`src/rtl/ins_fetch.sv`:
```
// Instruction store for the PC: serial nibble loader plus a registered fetch port.
// Fetch latency 1 clock (INS straight from a flop); load accepts one nibble per load_en cycle.
// No backpressure: the loader may gap load_en freely; cpu_hold stalls the CPU until a full program is present.
module ins_fetch #(
  parameter int AW = 4,
  parameter int DW = 16
) (
  input  logic          clk,
  input  logic          rst,
  input  logic          load_start,
  input  logic          load_en,
  input  logic [3:0]    load_nib,
  input  logic [AW-1:0] PC_CURR,
  output logic [DW-1:0] INS,
  output logic          ins_valid,
  output logic          cpu_hold,
  output logic          load_done
);

  localparam int NPW   = DW / 4;                      // nibbles per word
  localparam int CW    = (NPW > 1) ? $clog2(NPW) : 1; // nibble counter width
  localparam int DEPTH = 1 << AW;

  typedef enum logic [1:0] {
    S_IDLE,
    S_LOAD,
    S_RUN
  } state_t;

  state_t        r_state;
  logic [AW-1:0] r_wptr;
  logic [CW-1:0] r_cnt;
  logic [DW-1:0] r_shift;
  logic [DW-1:0] r_mem [DEPTH];

  logic [DW-1:0] w_word;
  logic          w_nib;
  logic          w_word_done;
  logic          w_last;

  // Incoming nibble lands in the low end; MS nibble of a word arrives first
  assign w_word      = DW'({r_shift, load_nib});
  // load_start wins over load_en, so a restart cycle never consumes a nibble
  assign w_nib       = (r_state == S_LOAD) && load_en && !load_start;
  assign w_word_done = w_nib && (r_cnt == CW'(NPW - 1));
  assign w_last      = w_word_done && (r_wptr == AW'(DEPTH - 1));

  // Store write: the completed word (including this cycle's nibble) goes in on the same edge
  always_ff @(posedge clk) begin
    if (w_word_done) begin
      r_mem[r_wptr] <= w_word;
    end
  end

  // Control FSM with registered outputs; INS is forced to 0 whenever the CPU is held
  always_ff @(posedge clk or posedge rst) begin
    if (rst) begin
      r_state   <= S_IDLE;
      r_wptr    <= '0;
      r_cnt     <= '0;
      r_shift   <= '0;
      INS       <= '0;
      ins_valid <= 1'b0;
      cpu_hold  <= 1'b1;
      load_done <= 1'b0;
    end else begin
      load_done <= 1'b0;
      case (r_state)
        S_IDLE: begin
          if (load_start) begin
            r_state <= S_LOAD;
            r_wptr  <= '0;
            r_cnt   <= '0;
            r_shift <= '0;
          end
        end

        S_LOAD: begin
          if (load_start) begin
            r_wptr  <= '0;
            r_cnt   <= '0;
            r_shift <= '0;
          end else if (load_en) begin
            r_shift <= w_word;
            if (w_word_done) begin
              r_cnt  <= '0;
              r_wptr <= r_wptr + AW'(1);  // wraps to 0 after the last word
              if (w_last) begin
                r_state   <= S_RUN;
                cpu_hold  <= 1'b0;
                load_done <= 1'b1;
              end
            end else begin
              r_cnt <= r_cnt + CW'(1);
            end
          end
        end

        S_RUN: begin
          if (load_start) begin
            r_state   <= S_LOAD;
            r_wptr    <= '0;
            r_cnt     <= '0;
            r_shift   <= '0;
            INS       <= '0;
            ins_valid <= 1'b0;
            cpu_hold  <= 1'b1;
          end else begin
            INS       <= r_mem[PC_CURR];
            ins_valid <= 1'b1;
          end
        end

        default: begin
          r_state <= S_IDLE;
        end
      endcase
    end
  end

endmodule
```
`config.mk`:
```
export PLATFORM = sky130hd
export DESIGN_NAME = ins_fetch
export DESIGN_NICKNAME = d
export VERILOG_FILES = /design/src/rtl/ins_fetch.sv
export SDC_FILE = /design/constraint.sdc
export NUM_CORES = 1
export LEC_CHECK = 0
export BUFFER_PORTS_ARGS = -buffer_cell sky130_fd_sc_hd__clkbuf_2
export CAP_MARGIN = 15
export CORE_ASPECT_RATIO = 0.5
export CORE_UTILIZATION = 40
export CTS_BUF_LIST = sky130_fd_sc_hd__clkbuf_4
export DETAILED_ROUTE_END_ITERATION = 8
export MAX_ROUTING_LAYER = met4
export PLACE_DENSITY = 0.62
export SYNTH_ARGS = -nofsm -noshare
export SYNTH_HDL_FRONTEND = slang
export SYNTH_SLANG_ARGS = --single-unit
export TNS_END_PERCENT = 5
```
`constraint.sdc`:
```
create_clock -name clk -period 3.05 [get_ports clk]
set_input_delay 0.1525 -clock clk [delete_from_list [all_inputs] [get_ports clk]]
set_output_delay 0.1525 -clock clk [all_outputs]
set_load 0.005 [all_outputs]
```
======== Yosys cells after proc, flatten, opt, wreduce, memory -nomap -nowiden ========
Memories as Yosys holds them, arrays and structs flattened.
Index checks and enable logic that the tools add are counted.
word-level totals
  input port bits ......................... 12
  output and inout bits ................... 19
  latch bits .............................. 0
  ROM bits ................................ 0
  register bits ........................... 39
  memory bits (writable) .................. 256
  logic and storage cells ................. 71
  memories ................................ 1
memories
  name   depth  bits a word  rd ports  clocked after memory_dff  write ports  RTL line  text
  r_mem  16     16           1         0                         1            34        logic [DW-1:0] r_mem [DEPTH];
operators by class
  eq/ne operators ......................... 12
  reduce and logical (&&, ||, !) cells .... 13
  muxes and demuxes ....................... 35
  bitwise logic cells ..................... 0
  div/mod/pow operators ................... 0
  $add $sub $neg .......................... 2
  multiply operators ...................... 0
  order comparisons ....................... 0
  shifts and indexed selects .............. 0
operators with widths
  cell                                                    count
  2-to-1 mux 12 bit                                       3
  one-hot mux 12 bit (2 select lines)                     1
  2-to-1 mux 2 bit                                        9
  2-to-1 mux 16 bit                                       1
  2-to-1 mux 4 bit                                        4
  2-to-1 mux 1 bit                                        13
  inequality test 2 bit (second input constant)           5
  one-hot mux 2 bit (2 select lines)                      2
  one-hot mux 4 bit (2 select lines)                      1
  inequality test 3 bit (second input constant)           2
  AND reduction 6 bit                                     1
  AND reduction 5 bit                                     1
  adder 4 x 1 -> 4 bit (second input constant)            1
  equality test 2 bit (second input constant)             2
  equality test 4 bit (second input constant)             1
  logical AND 1 bit                                       4
  AND reduction 4 bit                                     1
  nonzero test 2 bit                                      2
  AND reduction 3 bit                                     1
  adder 2 x 1 -> 2 bit (second input constant)            1
  equality test 2 x 1 -> 1 bit (second input constant)    1
  logical NOT 2 bit                                       1
  inequality test 2 x 1 -> 1 bit (second input constant)  1
  one-hot mux 1 bit (2 select lines)                      1
  2 further kinds                                         2

======== Logic depth before layout (Yosys ltp) ========
Gate-level depths: netlist of run 1.
  word-level depth ........................ 10
  depth in mapped cells ................... 8
  depth with buffers taken out ............ 5

======== Worst setup path before layout of run 1 ========
No wires, ideal clock.
  kind .................................... flip-flop to flip-flop
  from .................................... register r_state[1]
  to ...................................... memory r_mem[0][0], enable pin
  setup slack ............................. 0.412 ns
  stages on the path, launching flop included .. 6
  data required time ...................... 2.641 ns
  clock period less this slack ............ 2.638 ns
  arrival ................................. 2.229 ns
  library setup time ...................... 0.409 ns
  path buffers ............................ 1
  cells stage by stage .................... dfrtp_1 buf_2 and4bb_2 and2_1 nand2_1 nor3_1
on the way
  longest elaborated chain between the ends .. 6
ends and longest elaborated chain
  what                                    RTL line  text
  start, declared                         30        state_t r_state;
  start signal, assigned                  58        r_state <= S_IDLE;
  start signal, assigned                  71        r_state <= S_LOAD;
  start signal, assigned                  89        r_state <= S_RUN;
  equality test 2 x 1 -> 1 bit            44        assign w_nib = (r_state == S_LOAD) && load_en && !load_start;
  logical AND 1 bit (2 in a row)          44
  logical AND 1 bit                       45        assign w_word_done = w_nib && (r_cnt == CW'(NPW - 1));
  2-to-1 mux 1 bit                        50        if (w_word_done) begin
  2-to-1 mux 1 bit (implied by the code)  51        r_mem[r_wptr] <= w_word;
  end, declared                           34
Every way passes these cells.

======== Worst setup path in the final report of run 1 ========
  from .................................... register r_state[1]
  to ...................................... memory r_mem[15][0], enable pin
The elaborated chain is that of the path after synthesis.

==> impl_metrics.tcl, run 1 <==
set metrics [dict create \
    outcome "complete, no violations" \
    wl_per_cell_um 22.1 \
    nets 702 \
    drc 0 \
    final.setup.tns_ns 0 \
    fin_skew_ns 0.0310 \
    placed_cells 988 \
    swShare_pct 21.6 \
    drtIter0Drc 497 \
    end_kind "flop" \
    ys_seq_area_share_pct 76.1 \
    postCtsSetupRepairBufs 0 \
    pre_cts_ws_ns 0.720 \
    ant_nets 0 \
    netlist_area_um2 11400 \
    layout_min_cycle_time_ns 2.32 \
    grt_pass1_vias 6176 \
    cts_resized 0 \
    path_clk_slew_ns 0.07 \
    grt-ovfl-total 0 \
    coreArea_um2 27800 \
    finalSetupViolations 0 \
    cts_hold_buf 6 \
    dr.pass1.iters 5 \
    cts_root_buf "clkbuf_4" \
    rsz0062_at_grt "false" \
    p_switching_w 0.00173 \
    powerDensity_nw_per_um2 609 \
    syn-num-nets 598 \
    min_path_type "primary input to flop" \
    area_growth_pct 15.2 \
    cts_tree "done" \
    share_comb_of_total_power_pct 3.9 \
    whs_ns 0.0528 \
    avgSynthCellArea_um2 19.6 \
    antenna_found_initial 1 \
    timing.fmax_mhz 431 \
    ios 31 \
    crit_path_start_kind "flop" \
    finalHoldViolations 0 \
    cts_buffers 71 \
    grt_pass1_wl_mm 37.6 \
    die_area_um2 29200 \
    p_clk_share_pct 40.4 \
    clock_path_buffers 3 \
    relSlewSlack_pct 30.3 \
    grt_max_degree 40 \
    fp.dieH_um 121 \
    grt_usage_pct 18.3 \
    drt-vias-per-instance 5.28 \
    clkLatencyLatePin_ns 0.66 \
    async_flop_share_pct 13.2 \
    p_seq_share_pct 55.6 \
    drt_wl_total_mm 24.7 \
    dpl.hpwl_mm 14.9 \
    rows 43 \
    final_common_cell "edfxtp_1" \
    vias 5910 \
    setup_ws_ns 0.731 \
    stdcell_count 1119 \
    die_w_um 241 \
    drv_slew 0 \
    ys_ff_latch 295 \
    ys_types 40 \
    intPower_w 0.00627 \
    max-cap-violations 0 \
    gp_congestion 0.788 \
    drive_gt1_share_pct 32.7 \
    io_buffers 30 \
    synth_edf_count 256 \
    cts_max_level 3 \
    clock_sinks 295 \
    worstPathRequired_ns 3.38 \
    synth_flop_cell "edfxtp_1" \
    total_power_w 0.00800 \
    yosysWarnings 0 \
    final_cell_mix "edfxtp_1, clkbuf_4, mux2i_1" \
    fin_crit_sh_pct 76.0 \
    arrival_ns 2.65 \
    crit_type "flop to flop" \
    vdd_drop_max_v 0.000225 \
    worst_pin_slew_ns 1.04 \
    syn_inst 581 \
    leakagePower_nw 4.75 \
    cp_max_fo 14 \
    initial_core_util_pct 40.9 \
]
power groups by stage:
stage          registers [W]  clock network, W  logic (W)
2_1_floorplan        0.00451                 0   0.000218
3_3_place_gp         0.00453                 0   0.000313
3_5_place_dp         0.00454                 0   0.000312
4_1_cts              0.00445           0.00330   0.000318
5_1_grt              0.00446           0.00351   0.000341
6_report             0.00445           0.00323   0.000315
cell usage after synthesis, drive strengths merged (2+ instances only):
master / n / area [µm²]
a21oi: 4 / 20.0
a221oi: 15 / 169
a22o: 12 / 105
a22oi: 11 / 82.6
and2: 3 / 18.8
buf: 22 / 139
clkbuf: 11 / 41.3
dfrtp: 38 / 951
edfxtp: 256 / 7690
ha: 5 / 62.6
inv: 6 / 22.5
mux2i: 59 / 591
mux4: 43 / 968
nand2: 22 / 82.6
nand2b: 2 / 12.5
nand3: 3 / 15.0
nor2: 20 / 75.1
nor2b: 3 / 18.8
nor3: 4 / 20.0
o211ai: 9 / 67.6
o21ai: 18 / 90.1
xnor2: 2 / 17.5
stage by stage:
| step | util [%] | cell area [µm²] |
|---|---|---|
| 2_1_floorplan | - | 11400 |
| 3_3_place_gp | 43.7 | 12200 |
| 3_5_place_dp | 43.7 | 12200 |
| 4_1_cts | 47.2 | 13100 |
| 5_1_grt | 47.2 | 13100 |
| 6_report | 47.2 | 13100 |
worst max-delay path, cell delays in order, from the launching register on:
cell and delay (ns):
dfrtp_1 0.45, and4bb_2 0.53, nand3_1 0.32, nor2_2 0.38, buf_4 0.32
kinds of logic (layout without fill, tap and decap cells):
kind of cell | Yosys count | in the layout | synth area share, %
flops | 295 | 295 | 76.1
mux | 102 | 102 | 13.7
compound gates | 76 | 76 | 5.19
simple gates | 62 | 62 | 2.57
buf+inv | 39 | 194 | 1.78
fa+ha+maj | 5 | 5 | 0.549
xor+xnor | 2 | 2 | 0.154
other cells | 0 | 1 | 0
final cells by class:
cell class / instances / area [µm²]
clock inverters: 12 / 71.3
fillers: 2373 / 14700
multi-input cells: 247 / 2570
flip-flops and latches: 295 / 8660
clock buffers: 112 / 841
repair buffers: 64 / 473
diodes: 1 / 2.50
well taps: 382 / 478
inverters: 6 / 22.5
registers in the layout, summed over array words and instances, names as in the netlist:
register	count
INS	16
r_wptr	4
r_state	2
ins_valid	1
r_shift	12
r_mem	256
r_cnt	2
cpu_hold	1
load_done	1
per-layer routing:
metal / routed length [µm] / GRT usage (%)
met3: 1580 / 3.96
met4: 363 / 6.01
met1: 11600 / 26.5
met5: 0 / -
met2: 11100 / 25.8
final timing paths:
kind | startpoint | to | slack [ns] | depth (start not counted)
setup / recovery | r_state[1] | r_mem[15][0] | 0.73 | 4
hold / removal | PC_CURR[1] | INS[3] | 0.05 | 4
setup reg to reg | r_state[1] | r_mem[15][0] | 0.73 | 4
hold reg to reg | cpu_hold | cpu_hold | 0.48 | 2
max in group asynchronous | rst | INS[14] | 2.14 | 3
min in group asynchronous | rst | load_done | 0.27 | 3
Power figures use the tool's default switching activity.
==> run 2, diff against run 1 <==
==> constraint.sdc (replaced) <==
create_clock -name clk -period 2.4 [get_ports clk]
set_input_delay 0.12 -clock clk [delete_from_list [all_inputs] [get_ports clk]]
set_output_delay 0.12 -clock clk [all_outputs]
set_load 0.005 [all_outputs]
==> impl_metrics.tcl, run 2 (same netlist as run 1, synthesis figures left out) <==
set metrics [dict create \
    outcome "complete, no violations" \
    worst_pin_slew_ns 0.831 \
    area_growth_pct 15.6 \
    finalHoldViolations 0 \
    relSlewSlack_pct 44.6 \
    drc 0 \
    setup_ws_ns 0.420 \
    drt-vias-per-instance 5.22 \
    dpl.hpwl_mm 15.3 \
    grt_usage_pct 18.0 \
    r2r_end "r_mem[2][10]" \
    path_clk_slew_ns 0.07 \
    grt-ovfl-total 0 \
    cts_max_level 3 \
    drt_wl_total_mm 24.5 \
    placed_cells 998 \
    dr.pass1.iters 4 \
    worstPathRequired_ns 2.71 \
    grt_max_degree 40 \
    reg2regPathDepth 5 \
    min_path_type "primary input to flop" \
    crit_type "flop to flop" \
    coreArea_um2 27800 \
    rsz0062_at_grt "false" \
    largest_registers "r_mem x256, INS x16, r_shift x12" \
    drive_gt1_share_pct 32.8 \
    cts_resized 0 \
    finalSetupViolations 0 \
    hold_depth 3 \
    clkLatencyLatePin_ns 0.65 \
    ff_latch_area_um2 8660 \
    vdd_drop_max_v 0.000251 \
    vias 5894 \
    timing.fmax_mhz 505 \
    ios 31 \
    r2r_start "r_state[1]" \
    grt_pass1_vias 6118 \
    end_kind "flop" \
    largest_reg_flops 256 \
    place_area_um2 12200 \
    initial_core_util_pct 40.9 \
    die_area_um2 29200 \
    fp.dieH_um 121 \
    gp_congestion 0.847 \
    cp_max_fo 16 \
    hp-start "PC_CURR[2]" \
    cts_buffers 68 \
    multi_input_area_um2 2580 \
    stdcell_area_um2 13200 \
    crit_path_start_kind "flop" \
    cts_root_buf "clkbuf_4" \
    wl_per_cell_um 21.6 \
    cts_hold_buf 8 \
    drtIter0Drc 494 \
    reg2reg_slack_ns 0.42 \
    grt_pass1_wl_mm 36.8 \
    drv_slew 0 \
    clock_path_buffers 3 \
    final_cell_mix "edfxtp_1, clkbuf_4, mux2i_1" \
    antenna_found_initial 1 \
    layout_min_cycle_time_ns 1.98 \
    clock_sinks 295 \
    final_common_cell "edfxtp_1" \
    io_buffers 30 \
    die_w_um 241 \
    ant_nets 0 \
    fin_crit_sh_pct 82.5 \
    fin_skew_ns 0.0280 \
    stdcell_count 1130 \
    rows 43 \
    top_register "r_mem" \
    max-cap-violations 0 \
    cts_tree "done" \
    nets 711 \
    postCtsSetupRepairBufs 0 \
    leakagePower_nw 4.77 \
    powerDensity_nw_per_um2 757 \
    fillCellCount 2398 \
    hold-path-endpoint "INS[4]" \
    arrival_ns 2.29 \
    pre_cts_ws_ns 0.415 \
]
run 2: cell type report:
cell class	instances	share of cell area, %
Multi-Input combinational cell	247	19.6
Clock inverter	16	0.466
Inverter	6	0.171
Antenna cell	1	0.0190
Sequential cell	295	65.8
Tap cell	382	3.63
Clock buffer	107	6.10
Timing Repair Buffer	76	4.22
run 2: worst max-delay path by stage:
stage / depth (start not counted) / from / end / slack [ns]
after global routing: 5 / r_state[1] / r_mem[8][13] / 0.33
final: 5 / r_state[1] / r_mem[2][10] / 0.42
after global placement: 5 / r_state[1] / r_mem[2][7] / 0.49
after CTS: 5 / r_state[1] / r_mem[2][0] / 0.41
after detailed placement: 5 / r_state[1] / r_mem[2][1] / 0.42
after floorplan: 5 / r_state[1] / r_mem[1][0] / -0.24
run 2: metrics by stage:
step | util [%] | setup TNS, ns | hold WS (ns) | power, W
final | 47.3 | 0 | 0.0554 | 0.00996
after global routing | 47.3 | 0 | 0.0814 | 0.0103
after CTS | 47.3 | 0 | 0.0304 | 0.0101
after detailed placement | 43.9 | 0 | 0.288 | 0.00616
after global placement | 43.9 | 0 | 0.289 | 0.00615
after floorplan | - | -9.53 | 0.219 | 0.00601
run 2: critical path, cell delays in order, from the launching register on:
cell	delay, ns
dfrtp_1	0.45
and4bb_2	0.36
and2_1	0.22
nand2_1	0.18
nor3_2	0.15
buf_4	0.30
run 2: routing by layer:
| layer | wire length (µm) | track usage, % |
|---|---|---|
| met1 | 11400 | 24.5 |
| met2 | 11300 | 26.7 |
| met3 | 1140 | 3.57 |
| met4 | 589 | 7.17 |
| met5 | 0 | - |
run 2: power by group:
| part | leakage [nW] | total (W) | switching [W] | internal (W) |
|---|---|---|---|---|
| Combinational | 1.40 | 0.000395 | 0.000223 | 0.000172 |
| Sequential | 2.85 | 0.00566 | 0.0000724 | 0.00558 |
| Clock | 0.522 | 0.00391 | 0.00188 | 0.00203 |
| Total | 4.77 | 0.00996 | 0.00218 | 0.00778 |
==> run 3, diff against run 2 <==
==> constraint.sdc (replaced) <==
create_clock -name clk -period 1.95 [get_ports clk]
set_input_delay 0.0975 -clock clk [delete_from_list [all_inputs] [get_ports clk]]
set_output_delay 0.0975 -clock clk [all_outputs]
set_load 0.005 [all_outputs]
==> impl_metrics.tcl, run 3 (same netlist as run 1, synthesis figures left out) <==
set metrics [dict create \
    hp-start "PC_CURR[3]" \
    cts_tree "done" \
    slowest_delay_ns 0.37 \
    largest_registers "r_mem x256, INS x16, r_shift x12" \
    timing.fmax_mhz 539 \
    coreArea_um2 27800 \
    reg2reg_slack_ns 0.1 \
    r2r_end "r_mem[14][5]" \
    cts_buffers 68 \
    drc 0 \
    initial_core_util_pct 40.9 \
    cp_slowest_cell "dfrtp_1" \
    fin_skew_ns 0.0442 \
    path_clk_slew_ns 0.07 \
    critPathCapture "r_mem[14][5]" \
    fin_util_pct 48.4 \
    rows 43 \
    placed_cells 1011 \
    end_kind "flop" \
    area_growth_pct 18.1 \
    drive_gt1_share_pct 35.2 \
    ant_nets 0 \
    grt_pass1_wl_mm 38.8 \
    cp_max_fo 11 \
    stdcell_count 1144 \
    dr.pass1.iters 5 \
    fp.dieH_um 121 \
    vias 6013 \
    largest_reg_flops 256 \
    relSlewSlack_pct 37.1 \
    top_register "r_mem" \
    reg2regPathDepth 5 \
    crit_family "simple AND/OR/NAND/NOR gates" \
    met2_usage_pct 27.6 \
    gp_congestion 0.785 \
    wl_per_cell_um 22.5 \
    crit_path_start_kind "flop" \
    cp_num_cells 5 \
    worstPathRequired_ns 2.30 \
    clock_path_buffers 3 \
    r2r_start "r_state[1]" \
    powerDensity_nw_per_um2 941 \
    drt_wl_total_mm 25.8 \
    drtIter0Drc 474 \
    arrival_ns 2.20 \
    drv_slew 0 \
    grt-ovfl-total 0 \
    ios 31 \
    clock_sinks 295 \
    critPathLaunch "r_state[1]" \
    cts_root_buf "clkbuf_4" \
    dpl.hpwl_mm 16.2 \
    cts_max_level 3 \
    io_buffers 30 \
    grt-busiest-layer "met2" \
    min_path_type "primary input to flop" \
    use_met1_pct 26.8 \
    layout_min_cycle_time_ns 1.85 \
    final_common_cell "edfxtp_1" \
    grt_pass1_vias 6235 \
    met3_usage_pct 4.82 \
    finalHoldViolations 0 \
    fin_crit_sh_pct 95.1 \
    finalSetupViolations 0 \
    outcome "complete, no violations" \
    worst-path-buf-inv 1 \
    crit_type "flop to flop" \
    worst_pin_slew_ns 0.941 \
    grt_max_degree 29 \
    rsz0062_at_grt "false" \
    die_w_um 241 \
    vdd_drop_max_v 0.000353 \
    nets 724 \
    grt_usage_pct 19.3 \
    crit_chain "and4bb_2 > and2_4 > nand2_1 > nor2_2 > buf_4" \
    antenna_found_initial 1 \
    clkLatencyLatePin_ns 0.69 \
    die_area_um2 29200 \
    final_cell_mix "edfxtp_1, clkbuf_4, mux2i_1" \
    max-cap-violations 0 \
    drt-vias-per-instance 5.26 \
    leakagePower_nw 4.89 \
]
run 3: area by class of cell:
cell class	count	area, µm²
Fill cell	2330	14400
Sequential cell	295	8660
Multi-Input combinational cell	247	2600
Clock buffer	112	841
Timing Repair Buffer	89	744
Tap cell	382	478
Clock inverter	12	97.6
Inverter	6	22.5
Antenna cell	1	2.50
run 3: how the worst min path moves through the flow:
stage | endpoint | slack [ns] | depth (start not counted)
2_1_floorplan | r_mem[0][0] | 0.20 | 0
3_3_place_gp | load_done | 0.06 | 2
3_5_place_dp | load_done | 0.07 | 2
4_1_cts | INS[12] | 0.03 | 4
5_1_grt | INS[7] | 0.03 | 4
6_report | INS[12] | 0.08 | 4
run 3: worst register-to-register path, stage by stage, from the launching register on:
cell,delay (ns)
dfrtp_1,0.37
and4bb_2,0.34
and2_4,0.18
nand2_1,0.17
nor2_2,0.20
buf_4,0.27
run 3: report_power, final:
group	total (W)	internal, W	switching, W
clock	0.00520	0.00286	0.00234
combinational	0.000511	0.000220	0.000291
sequential	0.00695	0.00687	0.0000802
total	0.0127	0.00995	0.00271
run 3: per-stage QoR:
stage / hold WS, ns / total power [W] / setup TNS, ns / cell area [µm²] / setup slack [ns]
finish: 0.0754 / 0.0127 / 0 / 13500 / 0.0955
CTS: 0.0252 / 0.0128 / 0 / 13400 / 0.0877
detailed placement: 0.0686 / 0.00759 / 0 / 12400 / 0.110
global route: 0.0300 / 0.0132 / 0 / 13500 / 0.0265
global placement: 0.0592 / 0.00758 / 0 / 12400 / 0.115
floorplan: 0.196 / 0.00741 / -37.56 / 11400 / -0.242
run 3: layer usage:
layer / wire length (µm) / vias to the layer above
li1: - / 2669
met1: 11900 / 3103
met5: 0 / -
met2: 11800 / 200
met3: 1630 / 41
met4: 488 / 0
run 3: what timing repair did:
action | 4_1_cts | 5_1_grt
buffers inserted | 0 | 0
endpoints found under the setup margin | 0 | 4
hold endpoints to repair | 118 | 0
hold buffers | 8 | 0
resized for setup | 0 | 1
